$ cat src/rtl/branch_flag_if.sv
// Valid/ready bus of the branch flag unit: compare request in, {Z,C,S,V} result plus tag out.
interface branch_flag_if #(
    parameter int unsigned WIDTH = 32,
    parameter int unsigned TAG_W = 32
);
    logic             flush;
    logic             in_valid;
    logic             in_ready;
    logic [WIDTH-1:0] src_a;
    logic [WIDTH-1:0] src_b;
    logic [TAG_W-1:0] in_tag;
    logic             out_valid;
    logic             out_ready;
    logic [3:0]       flags;
    logic [TAG_W-1:0] out_tag;

    modport master (
        output flush, in_valid, src_a, src_b, in_tag, out_ready,
        input  in_ready, out_valid, flags, out_tag
    );

    modport slave (
        input  flush, in_valid, src_a, src_b, in_tag, out_ready,
        output in_ready, out_valid, flags, out_tag
    );
endinterface

$ cat src/rtl/branch_flag_unit.sv
// Two-stage compare pipeline producing {Z,C,S,V} of src_a-src_b for branch resolution.
// Optional FLAG_STATS_EN adds stat_cmp/stat_eq transfer counters.
module branch_flag_unit #(
    parameter int unsigned WIDTH = 32,
    parameter int unsigned TAG_W = 32
) (
    input  logic         clk,
    input  logic         reset,
    branch_flag_if.slave bus
`ifdef FLAG_STATS_EN
    ,
    output logic [31:0]  stat_cmp,
    output logic [31:0]  stat_eq
`endif
);
    localparam int unsigned SUM_W = WIDTH + 1;

    logic             s1_valid_q, s1_valid_d;
    logic [WIDTH-1:0] a_q, a_d;
    logic [WIDTH-1:0] b_q, b_d;
    logic [TAG_W-1:0] s1_tag_q, s1_tag_d;
    logic             out_valid_q, out_valid_d;
    logic [3:0]       flags_q, flags_d;
    logic [TAG_W-1:0] out_tag_q, out_tag_d;

    logic             s2_adv;
    logic             s1_adv;
    logic             accept;
    logic [SUM_W-1:0] sum;
    logic [3:0]       flags_new;

    // Stage-advance chain; in_ready depends only on state and flush.
    assign s2_adv       = ~out_valid_q | bus.out_ready;
    assign s1_adv       = ~s1_valid_q | s2_adv;
    assign bus.in_ready = s1_adv & ~bus.flush;
    assign accept       = bus.in_valid & s1_adv & ~bus.flush;

    // Subtract via a + ~b + 1 so the carry-out gives the inverted borrow.
    always_comb begin
        sum          = {1'b0, a_q} + {1'b0, ~b_q} + SUM_W'(1);
        flags_new[3] = (sum[WIDTH-1:0] == '0);
        flags_new[2] = ~sum[WIDTH];
        flags_new[1] = sum[WIDTH-1];
        flags_new[0] = (a_q[WIDTH-1] != b_q[WIDTH-1]) & (sum[WIDTH-1] != a_q[WIDTH-1]);
    end

    always_comb begin
        s1_valid_d  = s1_valid_q;
        a_d         = a_q;
        b_d         = b_q;
        s1_tag_d    = s1_tag_q;
        out_valid_d = out_valid_q;
        flags_d     = flags_q;
        out_tag_d   = out_tag_q;

        if (s1_adv) s1_valid_d = accept;
        if (accept) begin
            a_d      = bus.src_a;
            b_d      = bus.src_b;
            s1_tag_d = bus.in_tag;
        end

        if (s2_adv) out_valid_d = s1_valid_q;
        if (s2_adv & s1_valid_q) begin
            flags_d   = flags_new;
            out_tag_d = s1_tag_q;
        end

        // Flush kills occupancy only; data registers may keep stale values.
        if (bus.flush) begin
            s1_valid_d  = 1'b0;
            out_valid_d = 1'b0;
        end
    end

    always_ff @(posedge clk) begin
        if (reset) begin
            s1_valid_q  <= 1'b0;
            a_q         <= '0;
            b_q         <= '0;
            s1_tag_q    <= '0;
            out_valid_q <= 1'b0;
            flags_q     <= 4'b0;
            out_tag_q   <= '0;
        end else begin
            s1_valid_q  <= s1_valid_d;
            a_q         <= a_d;
            b_q         <= b_d;
            s1_tag_q    <= s1_tag_d;
            out_valid_q <= out_valid_d;
            flags_q     <= flags_d;
            out_tag_q   <= out_tag_d;
        end
    end

    assign bus.out_valid = out_valid_q;
    assign bus.flags     = flags_q;
    assign bus.out_tag   = out_tag_q;

`ifdef FLAG_STATS_EN
    logic [31:0] stat_cmp_q, stat_cmp_d;
    logic [31:0] stat_eq_q, stat_eq_d;

    // Count completed result transfers and the equal ones among them.
    always_comb begin
        stat_cmp_d = stat_cmp_q;
        stat_eq_d  = stat_eq_q;
        if (out_valid_q & bus.out_ready) begin
            stat_cmp_d = stat_cmp_q + 32'd1;
            if (flags_q[3]) stat_eq_d = stat_eq_q + 32'd1;
        end
    end

    always_ff @(posedge clk) begin
        if (reset) begin
            stat_cmp_q <= 32'd0;
            stat_eq_q  <= 32'd0;
        end else begin
            stat_cmp_q <= stat_cmp_d;
            stat_eq_q  <= stat_eq_d;
        end
    end

    assign stat_cmp = stat_cmp_q;
    assign stat_eq  = stat_eq_q;
`endif
endmodule

$ cat src/flat_wrapper.sv
// flat-port wrapper written by rule: the top's interface ports become plain ports
module branch_flag_unit_flat 
#(
    parameter int unsigned WIDTH = 32,
    parameter int unsigned TAG_W = 32
)
  (clk, reset, bus_flush, bus_in_valid, bus_src_a, bus_src_b, bus_in_tag, bus_out_ready, bus_in_ready, bus_out_valid, bus_flags, bus_out_tag);
  branch_flag_if #(.WIDTH(WIDTH), .TAG_W(TAG_W)) bus_i ();
  input  logic clk;
  input  logic reset;
  input wire logic [$bits(bus_i.flush)-1:0] bus_flush;
  input wire logic [$bits(bus_i.in_valid)-1:0] bus_in_valid;
  input wire logic [$bits(bus_i.src_a)-1:0] bus_src_a;
  input wire logic [$bits(bus_i.src_b)-1:0] bus_src_b;
  input wire logic [$bits(bus_i.in_tag)-1:0] bus_in_tag;
  input wire logic [$bits(bus_i.out_ready)-1:0] bus_out_ready;
  output wire logic [$bits(bus_i.in_ready)-1:0] bus_in_ready;
  output wire logic [$bits(bus_i.out_valid)-1:0] bus_out_valid;
  output wire logic [$bits(bus_i.flags)-1:0] bus_flags;
  output wire logic [$bits(bus_i.out_tag)-1:0] bus_out_tag;
  assign bus_i.flush = bus_flush;
  assign bus_i.in_valid = bus_in_valid;
  assign bus_i.src_a = bus_src_a;
  assign bus_i.src_b = bus_src_b;
  assign bus_i.in_tag = bus_in_tag;
  assign bus_i.out_ready = bus_out_ready;
  assign bus_in_ready = bus_i.in_ready;
  assign bus_out_valid = bus_i.out_valid;
  assign bus_flags = bus_i.flags;
  assign bus_out_tag = bus_i.out_tag;
  branch_flag_unit #(.WIDTH(WIDTH), .TAG_W(TAG_W)) u_core (.clk(clk), .reset(reset), .bus(bus_i));
endmodule
$ cat config.mk
export PLATFORM = sky130hd
export DESIGN_NAME = branch_flag_unit_flat
export DESIGN_NICKNAME = d
export VERILOG_FILES = /design/src/rtl/branch_flag_if.sv /design/src/rtl/branch_flag_unit.sv /design/src/flat_wrapper.sv
export SDC_FILE = /design/constraint.sdc
export NUM_CORES = 1
export LEC_CHECK = 0
export BUFFER_PORTS_ARGS = -buffer_cell sky130_fd_sc_hd__buf_2
export CAP_MARGIN = 20
export CORE_AREA = 2 2 142 144
export CTS_BUF_LIST = sky130_fd_sc_hd__clkbuf_16
export DETAILED_ROUTE_END_ITERATION = 8
export DIE_AREA = 0 0 144 146
export PLACE_DENSITY = 0.64
export SYNTH_ARGS = -nofsm -noshare
export SYNTH_HDL_FRONTEND = slang
export SYNTH_SLANG_ARGS = --single-unit
$ cat constraint.sdc
create_clock -name clk -period 8.3 [get_ports clk]
set_input_delay 0.83 -clock clk [delete_from_list [all_inputs] [get_ports clk]]
set_output_delay 0.83 -clock clk [all_outputs]
set_load 0.03 [all_outputs]
Word-level counts from Yosys, hierarchy flattened
Index checks and enable logic that the tools add are counted.
Storage, ports and cells
  register bits after elaboration: 134
  bits in latches: 0
  memory bits (writable): 0
  memory bits (read-only): 0
  bits of input ports: 101
  output and inout bits: 38
  word-level logic and storage cells: 25
  memories kept: 0
Operators by class
  add/sub/neg operators: 2
  $mul: 0
  div/mod/pow operators: 0
  order comparisons: 0
  equal/unequal tests: 2
  shift operators: 0
  multiplexer cells: 0
  bitwise operators: 12
  reductions and logical operators: 2
Operator list (count)
  $add 32x32->33: 1
  $add 33x1->33 const B: 1
  $logic_not 32->1: 1
  $not 32->32: 1
  $and 1x1->1: 5
  $not 1->1: 4
  $ne 1x1->1: 2
  $or 1x1->1: 2
  $reduce_or 2->1: 1

Logic depth before layout (Yosys ltp)
Gate-level depths: netlist (run 1).
  depth in word-level cells: 5
  depth in mapped cells: 13
  gate-level depth less buffers: 13

Worst setup path before layout (run 1)
No wires, ideal clock.
  path kind: input-to-reg
  start: input reset
  end: register u_core.flags_q[3], in the netlist u_core.bus.flags[3]
  library setup time: 0.069 ns
  arrival time: 2.598 ns
  data required time: 8.231 ns
  path slack: 5.633 ns
  cell stages on the path: 10
  buffers on the path: 1
  cells stage by stage: clkbuf_1 > nand3b_1 > or4_4 > a2111oi_4 > nand4_1 > nor4_2 > nand4_1 > nor4_2 > nand4_1 > o21ai_1
RTL lines
  start: declaration: line flat_wrapper.sv:10  | input logic reset;
  end signal: assignment: line branch_flag_unit.sv:91  | flags_q <= flags_d;
  end: declaration: line branch_flag_unit.sv:23  | logic [3:0] flags_q, flags_d;

Worst setup path after layout (run 1)
  start: register u_core.b_q[8]
  end: register u_core.flags_q[3], in the netlist u_core.bus.flags[3]
On the way
  word-level cells in the longest chain between the ends: 4
RTL lines
  start: declaration: line branch_flag_unit.sv:20  | logic [WIDTH-1:0] b_q, b_d;
  start signal: assignment: line branch_flag_unit.sv:80  | b_q <= '0;
  start signal: assignment: line branch_flag_unit.sv:88  | b_q <= b_d;
  $not 32->32: line branch_flag_unit.sv:40  | sum = {1'b0, a_q} + {1'b0, ~b_q} + SUM_W'(1);
  $add 32x32->33: line branch_flag_unit.sv:40
  $add 33x1->33: line branch_flag_unit.sv:40
  $logic_not 32->1: line branch_flag_unit.sv:41  | flags_new[3] = (sum[WIDTH-1:0] == '0);
Every way passes these cells.
A chain may end at the register's enable or synchronous reset.

==> flow_summary.ini, run 1 <==
[setup_path]
reg2reg_slack_ps = 5400
reg2reg_from = u_core.b_q[8]$_SDFFE_PP0P_
critPathLaunchType = flip-flop
cp_cell_sequence = inv_1 > ha_1 > and3_1 > nand2_1 > o221ai_1 > nor2_1 > o31ai_1 > a21oi_1 > o21ai_0 > xor2_1 > o21ai_1
regToRegEndpoint = u_core.bus.flags[3]$_SDFFE_PP0P_
slowest_delay_ps = 530
crit_path_top_delay_cell = o31ai_1
cp-end-kind = flip-flop
crit_end = u_core.bus.flags[3]$_SDFFE_PP0P_
cp_max_fo = 8
r2r_cells = 11
crit_start = u_core.b_q[8]$_SDFFE_PP0P_
cp.required_ps = 8610
critical_path_class = reg -> reg
arrival_ps = 3220

[synth]
synth-edff-count = 0
yosysWarningCount = 0
synth.distinct_cells = 65
ys_seq_area_share_pct = 39.84
syn-num-nets = 1050
synthTopCellsByArea = dfxtp_1, nand2_1, a21oi_1
syn_area_per_cell_um2 = 7.350
netlist_area_mm2 = 0.006733
ys_seq_elements = 134
synthFlopType = dfxtp_1
async_reset_ff_share_pct = 0
synthCells = 916
synth_top_area_share_pct = 39.84
yosysTopAreaCell = dfxtp_1

[clock_network]
cts_tree = built
cts_num_sinks = 134
path_clk_slew_ps = 70
cts_buffer_depth = 2
post-cts-setup-buffers = 0
cts-buffers-inserted = 17
htree_levels = 4
hold_buffers = 0
cts_root_buffer = clkbuf_16
cts_resized = 0
clk_latency_ps = 420

[sta]
rsz0062_at_grt = no
fmax_mhz = 344.7
slew_violations = 0
max_slew.worst_pin.slew_ps = 1039
hold_viol_final = 0
fin_crit_sh_pct = 34.96
fin_crit_ps = 2901
fin_tns_setup_ps = 0
setup_ws_ps = 5399
setup_viol = 0
clock_skew_ps = 9.946
relSlewSlack_pct = 30.72
fin_hold_ws_ps = 447.7

[layout]
area_delta_synth_final_pct = 21.76
finalNetCount = 1155
final_cell_mix = nand2_1, a21oi_1, buf_2
layout_commonest_cell = nand2_1
design_area_mm2 = 0.008198
drive_above_1_share_pct = 18.76

[detailed_routing]
wl_met3_um = 1174
highest_layer = met5
drt-met1-wl_um = 7908
first_pass_iters = 6
route.met2.wl_um = 8412
vias_per_cell = 4.908
drc = 0
num_vias = 6385
ant_nets = 0
first_iter_violations = 333
drt_wl_total_um = 17660
wl_per_cell_um = 13.57

[place]
dp_hpwl_um = 12130
placed_cell_area_mm2 = 0.007564
place_ws_ps = 5103
gp_congestion = 0.8939
numPortBuffers = 138

[floorplanning]
start_util_pct = 34.82
rows = 51
die_w_um = 144
die_y_um = 146
ios = 139
core_area_mm2 = 0.01933
die-area_mm2 = 0.02102

[power]
p_switching_uw = 531.0
p_int_mw = 1.254
sw_frac_of_total_pct = 29.76
p_seq_share_pct = 38.1
vdd.ir_drop.worst_mv = 0.1300
power_frac_clock_pct = 43.7
comb_power_share_pct = 18.2
leakagePower_nw = 3.390
p_per_area_mw_per_mm2 = 217.7

[outcome]
status = completed

[grt]
antenna_found_initial = 3
track_usage_pct = 17.30
grt_pass1_vias = 6172
grt_max_degree = 99
grt_pass1_wl_um = 29440
grt.overflow.total = 0

[worst_hold_path]
holdCritPathClass = reg -> reg

[job]
maxCapViolCount = 0
cells in the mapped netlist (all sizes together) (2+ instances only):
cell    number
nand2      293
a21oi      168
dfxtp      134
clkbuf      47
inv         41
ha          32
o21ai       26
nor2        23
nor3        15
xnor2        9
buf          8
nand3        8
nand4        8
a21o         7
or3          7
a31oi        6
nor2b        6
o21a         6
xor2         6
nand2b       5
nor4         5
o211ai       5
a211o        4
and2         4
a21boi       3
nand3b       3
or2          3
a211oi       2
a221oi       2
and3         2
and4         2
nor3b        2
o21bai       2
o221ai       2
o22ai        2
o31ai        2
or4          2
power by group through the flow:
| stage | Clock (mW) | Combinational [mW] | Sequential (mW) |
|---|---|---|---|
| after floorplan | 0 | 0.236 | 0.696 |
| final | 0.779 | 0.325 | 0.680 |
| after global placement | 0 | 0.317 | 0.693 |
| after CTS | 0.796 | 0.324 | 0.680 |
| after global routing | 0.829 | 0.366 | 0.682 |
| after detailed placement | 0 | 0.321 | 0.694 |
cell type report:
type	count	area, µm²
diodes	2	5.005
clock buffers	17	425.4
clock inverters	15	183.9
fillers	2042	11140
inverters	41	153.9
multi-input cells	686	3687
flip-flops and latches	134	2683
well taps	265	331.6
repair buffers	141	728.2
worst max-delay path, delay by kind of cell (launching register included):
kind                     cells  cell delay (ps)
flip-flops                   1              330
buffers and inverters        1               50
AND/OR/NAND/NOR              3              480
adder cells (fa/ha/maj)      1              390
XOR/XNOR                     1              180
AO/OA/AOI/OAI                5             1370
how the worst min path moves through the flow:
stage                                          endpoint  depth (start not counted)  slack [ps]                        startpoint
finish              u_core.bus.out_tag[23]$_SDFFE_PP0P_                          2         450  u_core.s1_tag_q[23]$_SDFFE_PP0P_
global route         u_core.bus.out_tag[5]$_SDFFE_PP0P_                          2         460   u_core.s1_tag_q[5]$_SDFFE_PP0P_
CTS                  u_core.bus.out_tag[4]$_SDFFE_PP0P_                          2         450   u_core.s1_tag_q[4]$_SDFFE_PP0P_
detailed placement   u_core.bus.out_tag[5]$_SDFFE_PP0P_                          2         440   u_core.s1_tag_q[5]$_SDFFE_PP0P_
global placement    u_core.bus.out_tag[26]$_SDFFE_PP0P_                          2         440  u_core.s1_tag_q[26]$_SDFFE_PP0P_
floorplan            u_core.bus.out_tag[0]$_SDFFE_PP0P_                          2         430   u_core.s1_tag_q[0]$_SDFFE_PP0P_
sequential cells by signal (all words and copies together) (netlist names):
name	count
u_core.bus.flags	4
u_core.b_q	32
u_core.bus.out_valid	1
u_core.s1_tag_q	32
u_core.a_q	32
u_core.s1_valid_q	1
u_core.bus.out_tag	32
metrics by stage:
stage               std cells  utilization [%]  power (mW)
floorplan                 916                -      0.9316
finish                   1301            42.40       1.785
global placement         1266            39.12       1.010
global route             1300            42.39       1.877
detailed placement       1266            39.12       1.015
CTS                      1298            42.27       1.799
layer usage:
layer	vias to the layer above	track usage (%)
li1	3299	-
met1	2919	21.36
met2	151	28.67
met3	14	6.384
met4	2	3.873
met5	-	0
kinds of logic after synthesis:
kind of cell / synth area share (%)
xor gates and xnor gates: 1.951
buffers and inverters: 5.575
AOI/OAI and AO/OA: 21.52
and+or+nand+nor: 24.72
muxes: 0.1487
adders and majority gates: 6.244
DFF: 39.84
(Power assumes the default switching activity.)
==> run 2: changes to the inputs <==
- PLACE_DENSITY: 0.64 -> 0.66
- clock period: 8.3 -> 2.5 ns (I/O delays scaled with it)
==> run 2 against run 1 <==
Net effect: the flow now finishes with violations (setup timing); clock skew grew 4.4 ps; first-iteration DRC count rose by 16%; count of clock-buffer cells in the layout stayed put; die area stayed put; maximum frequency up 2.7%; critical path type unchanged; critical endpoint unchanged.
==> flow_summary.ini, run 2 (same netlist as run 1, synthesis figures left out) <==
[outcome]
status = finished, violations left
violations = setup timing

[job]
maxCapViolCount = 0

[grt]
track_usage_pct = 18.99
antenna_found_initial = 3
grt_max_degree = 75
grt_pass1_vias = 6541
grt.overflow.total = 0
grt_pass1_wl_um = 31880

[detailed_routing]
drt_wl_total_um = 19620
vias_per_cell = 4.933
first_iter_violations = 385
drc = 0
num_vias = 6807
first_pass_iters = 5
wl_per_cell_um = 14.21
ant_nets = 0

[floorplanning]
die_y_um = 146
die-area_mm2 = 0.02102
ios = 139
rows = 51
die_w_um = 144
core_area_mm2 = 0.01933
start_util_pct = 34.82

[setup_path]
critical_path.top_delay_family = simple AND/OR/NAND/NOR gates
worst-path-buf-inv = 1
arrival_ps = 3180
cp.required_ps = 2860
cp_max_fo = 2
crit_path_top_delay_cell = fa_2
critPathLaunchType = flip-flop
slowest_delay_ps = 510
critical_path_class = reg -> reg
cp-end-kind = flip-flop
cp_cell_sequence = inv_2 > ha_4 > fa_2 > nand3b_1 > or4_4 > a2111oi_4 > nand4_1 > nor4_2 > nand4_1 > nor4_2 > nand4_1 > o21ai_1
reg2reg_slack_ps = -330
cp_common_cell = nand4_1

[power]
p_seq_share_pct = 37.3
comb_power_share_pct = 23.3
p_int_mw = 4.239
p_switching_mw = 1.827
sw_frac_of_total_pct = 30.12
vdd.ir_drop.worst_mv = 0.4569
power_frac_clock_pct = 39.4
leakagePower_nw = 3.781
p_per_area_mw_per_mm2 = 672.4
power.total_mw = 6.066

[layout]
final_cell_mix = nand2_1, a21oi_1, buf_2
design_area_mm2 = 0.009021
finalNetCount = 1235
layout_commonest_cell = nand2_1
drive_above_1_share_pct = 28.01
post-route-util_pct = 46.66
area_delta_synth_final_pct = 33.99

[clock_network]
cts_root_buffer = clkbuf_16
cts-buffers-inserted = 17
clk_latency_ps = 430
path_clk_slew_ps = 60
hold_buffers = 0
cts_tree = built
htree_levels = 4
cts_buffer_depth = 2
cts_num_sinks = 134

[sta]
rsz0062_at_grt = yes
hold_viol_final = 0
fin_crit_sh_pct = 113.1
slew_violations = 0
fin_crit_ps = 2826
setup_ws_ps = -326.4
relSlewSlack_pct = 47.47
setup_viol = 1
fin_tns_setup_ps = -326.4
max_slew.worst_pin.slew_ps = 787.9
fmax_mhz = 353.8
clock_skew_ps = 14.30

[worst_hold_path]
holdCritPathClass = in -> reg

[place]
numPortBuffers = 138
placed_cell_area_mm2 = 0.008164
dp_hpwl_um = 14080
place_ws_ps = -345.2
gp_congestion = 0.8760
-- run 2: repair_timing --
| action | CTS | global route |
|---|---|---|
| resized for setup | 21 | 34 |
| endpoints found under the setup margin | 4 | 4 |
| pin swaps | 7 | 16 |
| buffers inserted | 2 | 4 |
| endpoints found under the hold margin | 0 | 0 |
-- run 2: final timing paths --
path | startpoint | to | cells after the start
worst max register to register | u_core.a_q[0]$_SDFFE_PP0P_ | u_core.bus.flags[3]$_SDFFE_PP0P_ | 12
worst min-delay path | bus_flush | u_core.s1_valid_q$_SDFFE_PP0N_ | 2
worst min register to register | u_core.s1_tag_q[6]$_SDFFE_PP0P_ | u_core.bus.out_tag[6]$_SDFFE_PP0P_ | 2
worst max-delay path | u_core.a_q[0]$_SDFFE_PP0P_ | u_core.bus.flags[3]$_SDFFE_PP0P_ | 12
-- run 2: worst reg2reg max path, stage by stage (launching register included) --
cell and delay [ps]:
dfxtp_2 330, inv_2 40, ha_4 150, fa_2 510
nand3b_1 70, or4_4 430, a2111oi_4 320, nand4_1 140
nor4_2 170, nand4_1 170, nor4_2 160, nand4_1 130
o21ai_1 140
-- run 2: through the flow --
| stage | hold slack, ps | instances |
|---|---|---|
| after floorplan | 329.3 | 916 |
| after global placement | 436.8 | 1343 |
| after detailed placement | 441.9 | 1343 |
| after CTS | 4.425 | 1376 |
| after global routing | 13.54 | 1380 |
| final | 26.16 | 1380 |
-- run 2: layout make-up --
cell class	instances	area, µm²
fillers	1965	10310
multi-input cells	686	3934
flip-flops and latches	134	2691
repair buffers	221	1353
clock buffers	17	425.4
well taps	265	331.6
inverters	41	153.9
clock inverters	15	130.1
diodes	1	2.502
-- run 2: routing by layer --
metal,up-vias,part of all wire (%),track usage [%]
li1,3466,-,-
met1,3174,44,23.09
met2,144,48,31.76
met3,21,5.9,6.219
met4,2,1.6,5.735
met5,-,0.066,0
-- run 2: power groups by stage --
| stage | sequential, mW | clock, mW | combinational, mW |
|---|---|---|---|
| 4_1_cts | 2.26 | 2.44 | 1.34 |
| 2_1_floorplan | 2.31 | 0 | 0.783 |
| 3_3_place_gp | 2.30 | 0 | 1.28 |
| 3_5_place_dp | 2.30 | 0 | 1.28 |
| 5_1_grt | 2.27 | 2.55 | 1.56 |
| 6_report | 2.26 | 2.39 | 1.41 |
